<file path="config.mk">
export PLATFORM = sky130hd
export DESIGN_NAME = adc_throttle_sampler
export DESIGN_NICKNAME = d
export VERILOG_FILES = /design/src/rtl/motor_pkg.sv /design/src/rtl/throttle_map.sv /design/src/rtl/adc_throttle_sampler.sv
export SDC_FILE = /design/constraint.sdc
export NUM_CORES = 1
export LEC_CHECK = 0
export CORE_MARGIN = 5
export CORE_UTILIZATION = 60
export DETAILED_ROUTE_END_ITERATION = 10
export PLACE_DENSITY = 0.86
export SYNTH_ARGS = -nofsm -noshare
export SYNTH_HDL_FRONTEND = slang
export SYNTH_HIERARCHICAL = 1
export SYNTH_SLANG_ARGS = --single-unit
</file>
<file path="constraint.sdc">
create_clock -name clk -period 3.96 [get_ports clk]
set_clock_uncertainty 0.2 [all_clocks]
set_input_delay 0.396 -clock clk [delete_from_list [all_inputs] [get_ports clk]]
set_output_delay 0.396 -clock clk [all_outputs]
set_load 0.03 [all_outputs]
</file>
<file path="src/rtl/motor_pkg.sv">
// Shared types and constants for the ADC sampling front end of the motor controller.
// Holds the SPI FSM state encoding and the MCP3008 frame geometry.
package motor_pkg;

    typedef enum logic [1:0] {
        IDLE,
        SETUP,
        SHIFT,
        DONE
    } adc_state_t;

    localparam int ADC_FRAME_CYC  = 17;
    localparam int ADC_DATA_FIRST = 8;
    localparam int ADC_BITS       = 10;

    typedef logic [ADC_BITS-1:0] adc_word_t;

    // Command bit presented on DIN during SCLK cycle `cyc` (1-based): start, SGL, D2..D0.
    function automatic logic cmd_bit(input int unsigned cyc, input logic [2:0] ch);
        case (cyc)
            1, 2:    return 1'b1;
            3:       return ch[2];
            4:       return ch[1];
            5:       return ch[0];
            default: return 1'b0;
        endcase
    endfunction

endpackage

</file>
<file path="src/rtl/throttle_map.sv">
// Power-of-two moving average over raw ADC samples, followed by a saturated linear
// map to the throttle range. Two register stages: ring/sum update, then map.
module throttle_map
    import motor_pkg::*;
#(
    parameter int AVG_LOG2 = 2,
    parameter int THR_LO   = 280,
    parameter int THR_HI   = 780,
    parameter int GAIN     = 2,
    parameter int THR_MAX  = 1000
) (
    input  logic       clk,
    input  logic       rst_n,
    input  logic [9:0] sample,
    input  logic       sample_valid,
    output logic [9:0] throttle,
    output logic       throttle_valid
);

    localparam int N     = 1 << AVG_LOG2;
    localparam int SUM_W = ADC_BITS + AVG_LOG2;
    localparam int PTR_W = (AVG_LOG2 > 0) ? AVG_LOG2 : 1;

    localparam logic [11:0] LO_12   = 12'(THR_LO);
    localparam logic [11:0] HI_12   = 12'(THR_HI);
    localparam logic [11:0] GAIN_12 = 12'(GAIN);
    localparam logic [11:0] MAX_12  = 12'(THR_MAX);

    adc_word_t        ring_q [N];
    logic [PTR_W-1:0] ptr_q, ptr_d;
    logic             filled_q, filled_d;
    logic [SUM_W-1:0] sum_q, sum_d;
    logic             sum_vld_q, sum_vld_d;
    logic [9:0]       throttle_q, throttle_d;
    logic             thr_vld_q, thr_vld_d;
    logic [11:0]      avg, span;

    // NOTE: the ring holds data only; the filled flag decides whether its contents are
    // meaningful, so the storage itself needs no reset and stays a plain RAM.
    always_ff @(posedge clk) begin
        if (sample_valid) begin
            for (int i = 0; i < N; i++) begin
                if (!filled_q || PTR_W'(i) == ptr_q) begin
                    ring_q[i] <= sample;
                end
            end
        end
    end

    // NOTE: every signal written here gets its default first, so no path leaves a
    // variable unassigned and no latch is inferred.
    always_comb begin
        ptr_d      = ptr_q;
        filled_d   = filled_q;
        sum_d      = sum_q;
        sum_vld_d  = sample_valid;
        throttle_d = throttle_q;
        thr_vld_d  = sum_vld_q;

        if (sample_valid) begin
            if (!filled_q) begin
                sum_d    = SUM_W'(sample) << AVG_LOG2;
                filled_d = 1'b1;
                ptr_d    = '0;
            end else begin
                sum_d = sum_q - SUM_W'(ring_q[ptr_q]) + SUM_W'(sample);
                ptr_d = (ptr_q == PTR_W'(N - 1)) ? '0 : ptr_q + 1'b1;
            end
        end

        avg  = 12'(sum_q >> AVG_LOG2);
        span = (avg - LO_12) * GAIN_12;
        if (sum_vld_q) begin
            if (avg <= LO_12) begin
                throttle_d = '0;
            end else if (avg >= HI_12) begin
                throttle_d = MAX_12[9:0];
            end else begin
                throttle_d = (span > MAX_12) ? MAX_12[9:0] : span[9:0];
            end
        end
    end

    // NOTE: state registers use non-blocking assignments so every flop samples the
    // pre-edge values regardless of statement order.
    always_ff @(posedge clk or negedge rst_n) begin
        if (!rst_n) begin
            ptr_q      <= '0;
            filled_q   <= 1'b0;
            sum_q      <= '0;
            sum_vld_q  <= 1'b0;
            throttle_q <= '0;
            thr_vld_q  <= 1'b0;
        end else begin
            ptr_q      <= ptr_d;
            filled_q   <= filled_d;
            sum_q      <= sum_d;
            sum_vld_q  <= sum_vld_d;
            throttle_q <= throttle_d;
            thr_vld_q  <= thr_vld_d;
        end
    end

    assign throttle       = throttle_q;
    assign throttle_valid = thr_vld_q;

endmodule

</file>
<file path="src/rtl/adc_throttle_sampler.sv">
// SPI master running continuous single-ended MCP3008 conversions on one channel,
// publishing each raw result and a filtered, saturated throttle command.
module adc_throttle_sampler
    import motor_pkg::*;
#(
    parameter int CLK_DIV  = 675,
    parameter int CHANNEL  = 4,
    parameter int CS_IDLE  = 4,
    parameter int AVG_LOG2 = 2,
    parameter int THR_LO   = 280,
    parameter int THR_HI   = 780,
    parameter int GAIN     = 2,
    parameter int THR_MAX  = 1000
) (
    input  logic       clk,
    input  logic       rst_n,
    input  logic       enable,
    output logic       adc_cs_n,
    output logic       adc_sclk,
    output logic       adc_din,
    input  logic       adc_dout,
    output logic [9:0] raw,
    output logic       raw_valid,
    output logic [9:0] throttle,
    output logic       throttle_valid
);

    localparam int         DIV_W = $clog2(CLK_DIV);
    localparam int         HC_W  = $clog2(2 * CS_IDLE + 2 * ADC_FRAME_CYC);
    localparam logic [2:0] CH    = 3'(CHANNEL);

    adc_state_t       state_q, state_d;
    logic [DIV_W-1:0] div_q, div_d;
    logic [HC_W-1:0]  hc_q, hc_d;
    logic             cs_n_q, cs_n_d;
    logic             sclk_q, sclk_d;
    logic             din_q, din_d;
    logic             dout_s1_q, dout_s2_q;
    logic [1:0]       rise_q, rise_d;
    adc_word_t        shift_q, shift_d;
    adc_word_t        raw_q, raw_d;
    logic             raw_valid_q, raw_valid_d;
    logic             running, tick;

    always_comb begin
        state_d     = state_q;
        hc_d        = hc_q;
        din_d       = din_q;
        rise_d      = {rise_q[0], 1'b0};
        shift_d     = shift_q;
        raw_d       = raw_q;
        raw_valid_d = 1'b0;

        running = !(state_q == IDLE && !enable);
        tick    = running && (div_q == '0);

        if (!running || tick || state_q == DONE) begin
            div_d = DIV_W'(CLK_DIV - 1);
        end else begin
            div_d = div_q - 1'b1;
        end

        // Every rising edge shifts in; after 17 edges only B9..B0 remain in the register.
        if (rise_q[1]) begin
            shift_d = {shift_q[ADC_BITS-2:0], dout_s2_q};
        end

        case (state_q)
            IDLE: begin
                if (!enable) begin
                    hc_d = '0;
                end else if (tick) begin
                    if (hc_q == HC_W'(2 * CS_IDLE - 1)) begin
                        state_d = SETUP;
                        hc_d    = '0;
                        din_d   = 1'b1;
                    end else begin
                        hc_d = hc_q + 1'b1;
                    end
                end
            end
            SETUP: begin
                if (tick) begin
                    state_d   = SHIFT;
                    hc_d      = '0;
                    rise_d[0] = 1'b1;
                end
            end
            SHIFT: begin
                if (tick) begin
                    if (hc_q == HC_W'(2 * ADC_FRAME_CYC - 1)) begin
                        state_d = DONE;
                        din_d   = 1'b0;
                    end else begin
                        hc_d = hc_q + 1'b1;
                        if (hc_q[0]) begin
                            rise_d[0] = 1'b1;
                        end else begin
                            // SCLK is falling: present the bit for the next cycle.
                            din_d = cmd_bit(32'(hc_q >> 1) + 2, CH);
                        end
                    end
                end
            end
            DONE: begin
                state_d     = IDLE;
                hc_d        = '0;
                raw_d       = shift_q;
                raw_valid_d = 1'b1;
            end
            default: state_d = IDLE;
        endcase

        cs_n_d = (state_d == IDLE) || (state_d == DONE);
        sclk_d = (state_d == SHIFT) && !hc_d[0];
    end

    always_ff @(posedge clk or negedge rst_n) begin
        if (!rst_n) begin
            state_q     <= IDLE;
            div_q       <= DIV_W'(CLK_DIV - 1);
            hc_q        <= '0;
            cs_n_q      <= 1'b1;
            sclk_q      <= 1'b0;
            din_q       <= 1'b0;
            dout_s1_q   <= 1'b0;
            dout_s2_q   <= 1'b0;
            rise_q      <= '0;
            shift_q     <= '0;
            raw_q       <= '0;
            raw_valid_q <= 1'b0;
        end else begin
            state_q     <= state_d;
            div_q       <= div_d;
            hc_q        <= hc_d;
            cs_n_q      <= cs_n_d;
            sclk_q      <= sclk_d;
            din_q       <= din_d;
            dout_s1_q   <= adc_dout;
            dout_s2_q   <= dout_s1_q;
            rise_q      <= rise_d;
            shift_q     <= shift_d;
            raw_q       <= raw_d;
            raw_valid_q <= raw_valid_d;
        end
    end

    throttle_map #(
        .AVG_LOG2 (AVG_LOG2),
        .THR_LO   (THR_LO),
        .THR_HI   (THR_HI),
        .GAIN     (GAIN),
        .THR_MAX  (THR_MAX)
    ) u_map (
        .clk            (clk),
        .rst_n          (rst_n),
        .sample         (raw_q),
        .sample_valid   (raw_valid_q),
        .throttle       (throttle),
        .throttle_valid (throttle_valid)
    );

    assign adc_cs_n  = cs_n_q;
    assign adc_sclk  = sclk_q;
    assign adc_din   = din_q;
    assign raw       = raw_q;
    assign raw_valid = raw_valid_q;

endmodule
</file>
==> results.sh, run 1 <==
export IMPL_max_vdd_ir_drop_mv=0.228
export IMPL_globalRoute_totalOverflow=0
export IMPL_tritoncts="built"
export IMPL_synthesis_area_per_instance_sq_um=11.8
export IMPL_worst_setup_path_type="flop to flop"
export IMPL_core_area_sq_um=9640
export IMPL_layout_cells_most_common="inv_1"
export IMPL_total_negative_slack_ns=0
export IMPL_floorplan_rows=36
export IMPL_detail_route_antenna_nets=0
export IMPL_synthArstFlopShare=0.643
export IMPL_detailroute_via_count=3811
export IMPL_hold_viol=0
export IMPL_post_cts_setup_buffer_count=0
export IMPL_grt_max_degree=73
export IMPL_cts_sinks=112
export IMPL_worst_margin_slew_ns=0.908
export IMPL_critPathMaxFanout=7
export IMPL_post_synth_mux_area_share=0.0822
export IMPL_cts_resized_gates=0
export IMPL_critical_path_most_common_cell="a21o_1"
export IMPL_viasPerCell=5.76
export IMPL_clk_pin_slew_ns=0.11
export IMPL_p_leak_nw=2.65
export IMPL_routed_wl_mm=10.6
export IMPL_drive_above_1_share=0.123
export IMPL_yosys_most_used_dff="dfrtp_1"
export IMPL_route_detailed_drc=0
export IMPL_synth_compound_gate_area_share=0.116
export IMPL_cts_path_max_buffers=2
export IMPL_end_kind="flop"
export IMPL_wire_length_of_the_first_global_routing_pass_mm=18.7
export IMPL_number_of_buffers_added_on_ports=27
export IMPL_n_antenna_cell=0
export IMPL_yosys_top_cells_area="dfrtp_1 29%, edfxtp_1 21%, ha_1 7.5%"
export IMPL_path_cells="buf_4, mux4_2, fa_1, inv_1, ha_1, a21o_1, a21o_1, a31oi_1, a21boi_0, mux2i_1, o21ai_0"
export IMPL_finish_cell_count_without_fillers=662
export IMPL_tot_gr_track_use=0.202
export IMPL_first_global_vias=3886
export IMPL_insertion_delay_ns=0.38
export IMPL_finalWeightedCongestion=0.888
export IMPL_layout_common_cells="68 x inv_1, 67 x dfrtp_1, 40 x edfxtp_1"
export IMPL_grt_setup_unrepaired="no"
export IMPL_relSlewSlack=0.395
export IMPL_area_growth_syn_to_layout_pct=10.2
export IMPL_cp_slowest_cell="dfrtp_1"
export IMPL_ys_seq_area_frac=0.514
export IMPL_power_density_over_the_cells_nw_per_um2=292
export IMPL_post_synth_instance_area_sq_um=5860
export IMPL_detailedPlacementHpwl_mm=7.74
export IMPL_detailedRoute_firstIterationViolations=200
export IMPL_cts_root_buffer="clkbuf_8"
export IMPL_worst_setup_path_start_kind="flop"
export IMPL_post_synth_and_or_nand_nor_area_fraction=0.0972
export IMPL_grt_antenna_before_repair=0
export IMPL_post_route_min_period_ns=3.55
export IMPL_yosys_cell_types_count=61
export IMPL_fin_nets=573
export IMPL_cts_htree_levels=3
export IMPL_drt_pass1_iter_count=4
export IMPL_final_setup_viol_count=0
export IMPL_synth_top_cell_by_area="dfrtp_1"
export IMPL_fmax_mhz=282
export IMPL_main_combinational_cell_family_by_area_after_synthesis="compound AO/OA/AOI/OAI gates"
export IMPL_synth_nets=545
export IMPL_placed_cells_incl_taps=645
export IMPL_synthXorXnorAreaFrac=0.0269
export IMPL_yosysWarnings=6
export IMPL_layout_filler_cells=711
export IMPL_ioPinCount=29
export IMPL_wire_per_inst_um=16.0
export IMPL_stage_delay_of_the_slowest_cell_on_the_critical_path_ns=0.56
export IMPL_status="completed"
export IMPL_design_die_area_sq_um=11800
export IMPL_die_w_um=109
export IMPL_starting_density_of_the_core=0.608
export IMPL_worstHoldPathType="flop to flop"
export IMPL_final_period_utilization=0.896
export IMPL_floorplan_die_height_um=109
export IMPL_final_max_slew_violation_count=0
export IMPL_worst_endpoint_arrival_ns=3.60
export IMPL_synthAdderAreaFrac=0.109
export IMPL_number_of_flops_mapped_to_enable_cells_by_yosys=40
export IMPL_max_cap_violations=0
export IMPL_postSynthRegisterBits=112
export IMPL_cp_required_ns=4.02
export IMPL_postSynthCellCount=496
export IMPL_tritoncts_buffer_count=9
export IMPL_netlist_area_leader_share=0.286
cells in the mapped netlist (3+ instances only):
| cell | number |
|---|---|
| inv_1 | 68 |
| dfrtp_1 | 67 |
| edfxtp_1 | 40 |
| ha_1 | 35 |
| nor2_1 | 30 |
| o21ai_0 | 29 |
| mux2_2 | 21 |
| nand2_1 | 17 |
| nand3_1 | 15 |
| xnor2_1 | 14 |
| clkbuf_1 | 11 |
| fa_1 | 10 |
| mux4_2 | 10 |
| a21oi_1 | 8 |
| nor3_1 | 8 |
| a21o_1 | 7 |
| a31oi_1 | 7 |
| nand4_1 | 7 |
| nor2b_1 | 7 |
| dfstp_2 | 5 |
| o221ai_1 | 5 |
| o22ai_1 | 5 |
| o31ai_1 | 5 |
| nand2b_1 | 4 |
| nor3b_1 | 4 |
| o21a_1 | 4 |
| xor2_1 | 4 |
| a211oi_1 | 3 |
| and3_1 | 3 |
| or2_2 | 3 |
state kept, by name, summed over array words and instances (netlist names):
register / flops
dout_s1_q: 1
u_map/throttle_valid: 1
raw_valid: 1
shift_q: 10
u_map/sum_q: 12
rise_q: 2
u_map/sum_vld_q: 1
u_map/filled_q: 1
div_q: 10
adc_cs_n: 1
dout_s2_q: 1
u_map/throttle: 9
raw: 10
u_map/ring_q: 40
hc_q: 6
adc_sclk: 1
u_map/ptr_q: 2
adc_din: 1
state_q: 2
kinds of logic (layout without fill, tap and decap cells):
| logic type | after synthesis | in the layout |
|---|---|---|
| other | 1 | 1 |
| buffers and inverters | 82 | 115 |
| multiplexers | 33 | 33 |
| XOR/XNOR | 18 | 18 |
| AND/OR/NAND/NOR | 108 | 108 |
| adder cells (fa/ha/maj) | 45 | 45 |
| AO/OA/AOI/OAI | 97 | 97 |
| flip-flops | 112 | 112 |
area by class of cell:
type	count	area, sq um	area share
Clock inverter	6	67.6	0.0105
Sequential cell	112	3010	0.466
Clock buffer	10	128	0.0198
Timing Repair Buffer	31	300	0.0465
Multi-Input combinational cell	302	2530	0.392
Inverter	68	255	0.0395
Tap cell	133	166	0.0258
critical path, delay by kind of cell, from the launching register on:
kind | cells | cell delay, ns
AOI/OAI and AO/OA | 5 | 0.96
adders and majority gates | 2 | 0.65
buffers and inverters | 2 | 0.33
DFF | 1 | 0.56
muxes | 2 | 0.73
metal layers:
metal  vias up  wire length [um]  track usage
met3        15               417       0.0314
met1      1893              4850        0.284
li1       1814                 -            -
met4         0               206       0.0775
met5         -                 0            0
met2        89              5110        0.319
metrics by stage:
step / hold slack [ns] / total power [mW] / util / worst slack (ns) / instance area, sq um
after floorplan: -0.0996 / 1.22 / - / 0.526 / 5860
after global routing: 0.174 / 1.96 / 0.670 / 0.150 / 6450
final: 0.169 / 1.88 / 0.670 / 0.412 / 6450
after global placement: 0.141 / 1.24 / 0.648 / 0.542 / 6250
after detailed placement: 0.140 / 1.24 / 0.648 / 0.438 / 6250
after CTS: 0.171 / 1.91 / 0.670 / 0.404 / 6450
worst paths after layout:
path | start | endpoint | slack [ns] | cells after the start
max | u_map/ptr_q[0]$_DFFE_PN0P_ | u_map/sum_q[11]$_DFFE_PN0P_ | 0.41 | 11
min | dout_s1_q$_DFF_PN0_ | dout_s2_q$_DFF_PN0_ | 0.17 | 0
max reg2reg | u_map/ptr_q[0]$_DFFE_PN0P_ | u_map/sum_q[11]$_DFFE_PN0P_ | 0.41 | 11
min reg2reg | dout_s1_q$_DFF_PN0_ | dout_s2_q$_DFF_PN0_ | 0.17 | 0
max in group asynchronous | rst_n | rise_q[1]$_DFF_PN0_ | 2.48 | 2
min in group asynchronous | rst_n | u_map/throttle[2]$_DFFE_PN0P_ | 0.48 | 2
power by group:
part / leakage [nW] / total (mW) / internal [mW] / switching, mW
logic: 1.32 / 0.0191 / 0.00318 / 0.0159
registers: 1.23 / 1.19 / 1.19 / 0.000235
clock network: 0.100 / 0.672 / 0.253 / 0.419
what timing repair did:
item,CTS,global route
setup endpoints to repair,0,0
hold buffers,1,0
hold endpoints to repair,67,0
No activity file was read; power rests on OpenSTA's default activity.
==> run 2: changes to the inputs <==
--- a/config.mk
+++ b/config.mk
@@ -7,3 +7,2 @@
 export LEC_CHECK = 0
-export CORE_MARGIN = 5
 export CORE_UTILIZATION = 60
==> constraint.sdc (replaced) <==
create_clock -name clk -period 3.96 [get_ports clk]
set_clock_uncertainty 0.2 [all_clocks]
set_input_delay 0.792 -clock clk [delete_from_list [all_inputs] [get_ports clk]]
set_output_delay 0.792 -clock clk [all_outputs]
set_load 0.03 [all_outputs]
==> results.sh, run 2 (synthesis gave the netlist of run 1 again) <==
export IMPL_status="completed"
export IMPL_largest_registers_ranked_by_flip_flop_count="u_map/ring_q (40), u_map/sum_q (12)"
export IMPL_register_with_the_highest_flop_count="u_map/ring_q"
export IMPL_worst_setup_path_type="flop to flop"
export IMPL_worst_endpoint_arrival_ns=3.67
export IMPL_insertion_delay_ns=0.38
export IMPL_cts_htree_levels=3
export IMPL_clk_pin_slew_ns=0.13
export IMPL_max_cap_violations=0
export IMPL_cp_required_ns=4.01
export IMPL_layout_common_cells="68 x inv_1, 67 x dfrtp_1, 40 x edfxtp_1"
export IMPL_worst_margin_slew_ns=0.701
export IMPL_clock_power_share=0.367
export IMPL_ioPinCount=29
export IMPL_path_cells="buf_4, mux4_2, fa_1, inv_1, ha_1, a21o_1, a21o_1, a31oi_1, a21boi_0, mux2i_1, o21ai_0"
export IMPL_viasPerCell=5.82
export IMPL_starting_density_of_the_core=0.628
export IMPL_area_growth_syn_to_layout_pct=10.5
export IMPL_stage_delay_of_the_slowest_cell_on_the_critical_path_ns=0.55
export IMPL_final_max_slew_violation_count=0
export IMPL_grt_max_degree=57
export IMPL_cts_hold_buffers=0
export IMPL_cts_root_buffer="clkbuf_8"
export IMPL_sequentialPowerShare=0.623
export IMPL_p_total_mw=1.92
export IMPL_globalRoute_totalOverflow=0
export IMPL_ff_to_ff_path_depth=11
export IMPL_wire_per_inst_um=16.7
export IMPL_switchingPower_mw=0.457
export IMPL_detail_route_antenna_nets=0
export IMPL_drt_pass1_iter_count=4
export IMPL_critPathMaxFanout=8
export IMPL_worst_setup_path_start_kind="flop"
export IMPL_floorplan_die_height_um=101
export IMPL_drive_above_1_share=0.128
export IMPL_worstHoldPathType="input port to asynchronous set/reset pin"
export IMPL_die_w_um=101
export IMPL_tritoncts="built"
export IMPL_design_die_area_sq_um=10200
export IMPL_tritoncts_buffer_count=9
export IMPL_post_route_min_period_ns=3.61
export IMPL_number_of_buffers_added_on_ports=27
export IMPL_total_negative_slack_ns=0
export IMPL_cts_sinks=112
export IMPL_p_sw_frac=0.238
export IMPL_max_vdd_ir_drop_mv=0.199
export IMPL_relSlewSlack=0.533
export IMPL_detailedPlacementHpwl_mm=7.91
export IMPL_n_antenna_cell=0
export IMPL_internal_power_mw=1.46
export IMPL_grt_setup_unrepaired="no"
export IMPL_routed_wl_mm=11.0
export IMPL_layout_cells_most_common="inv_1"
export IMPL_critical_path_top_delay_family="compound AO/OA/AOI/OAI gates"
export IMPL_final_period_utilization=0.913
export IMPL_cp_slowest_cell="dfrtp_1"
export IMPL_post_cts_setup_buffer_count=0
export IMPL_power_density_over_the_cells_nw_per_um2=296
export IMPL_first_global_vias=3873
export IMPL_largest_reg_flops=40
export IMPL_tot_gr_track_use=0.240
export IMPL_critical_path_most_common_cell="a21o_1"
export IMPL_detailroute_via_count=3833
export IMPL_p_leak_nw=2.66
export IMPL_fin_nets=574
export IMPL_timing_critical_path_depth=11
export IMPL_finalWeightedCongestion=0.912
export IMPL_cts_path_max_buffers=2
export IMPL_detailedRoute_firstIterationViolations=283
export IMPL_grt_antenna_before_repair=0
export IMPL_floorplan_rows=35
export IMPL_core_area_sq_um=9330
export IMPL_route_detailed_drc=0
export IMPL_hold_viol=0
export IMPL_fmax_mhz=277
export IMPL_comb_power_share=0.010
export IMPL_cts_resized_gates=0
export IMPL_end_kind="flop"
export IMPL_wire_length_of_the_first_global_routing_pass_mm=18.7
export IMPL_final_setup_viol_count=0
export IMPL_sum_of_buffers_and_inverters_on_the_critical_path=2
## run 2: cell count changes in the layout (fill, tap and decap cells not counted)
cell	before	now
inv_12	0	2
inv_8	3	1
buf_2	0	1
buf_4	4	5
clkbuf_1	1	0
clkinv_8	1	2
clkinvlp_4	0	1
dlygate4sd3_1	1	0
inv_6	2	1
## run 2: layout make-up
cell class | instances | area [sq um]
inverters | 68 | 255
well taps | 129 | 161
multi-input cells | 302 | 2530
flip-flops and latches | 112 | 3010
clock inverters | 7 | 92.6
clock buffers | 9 | 124
fillers | 644 | 2850
repair buffers | 32 | 303
## run 2: layer usage
layer	up-vias	track usage	wire length, um	share of wire
met5	-	0	0	0
met4	0	0.0892	199	0.018
met3	23	0.0368	413	0.037
met2	99	0.388	5430	0.49
met1	1903	0.331	4980	0.45
li1	1808	-	-	-
## run 2: power by group through the flow
stage          clock, mW  combinational [mW]  sequential (mW)
2_1_floorplan          0             0.00217             1.22
3_3_place_gp           0              0.0192             1.22
3_5_place_dp           0              0.0199             1.22
4_1_cts            0.719              0.0198             1.19
5_1_grt            0.752              0.0221             1.19
6_report           0.704              0.0186             1.19
## run 2: final timing paths
| check | from | to | slack, ns |
|---|---|---|---|
| worst max register to register | u_map/ptr_q[0]$_DFFE_PN0P_ | u_map/sum_q[11]$_DFFE_PN0P_ | 0.35 |
| worst min-delay path | rst_n | u_map/throttle[1]$_DFFE_PN0P_ | 0.09 |
| worst min register to register | rise_q[0]$_DFF_PN0_ | rise_q[1]$_DFF_PN0_ | 0.17 |
| min in group clk | rise_q[0]$_DFF_PN0_ | rise_q[1]$_DFF_PN0_ | 0.17 |
| worst max-delay path | u_map/ptr_q[0]$_DFFE_PN0P_ | u_map/sum_q[11]$_DFFE_PN0P_ | 0.35 |
| max in group asynchronous | rst_n | raw[7]$_DFFE_PN0P_ | 2.43 |
## run 2: stage by stage
| stage | util | hold WS, ns | setup WS, ns | instances | area, sq um |
|---|---|---|---|---|---|
| after floorplan | - | 0.131 | 0.526 | 496 | 5860 |
| after global placement | 0.671 | 0.139 | 0.554 | 643 | 6260 |
| after detailed placement | 0.671 | 0.143 | 0.406 | 643 | 6260 |
| after CTS | 0.694 | 0.0952 | 0.360 | 659 | 6470 |
| after global routing | 0.694 | 0.116 | 0.0725 | 659 | 6470 |
| final | 0.694 | 0.0909 | 0.345 | 659 | 6470 |
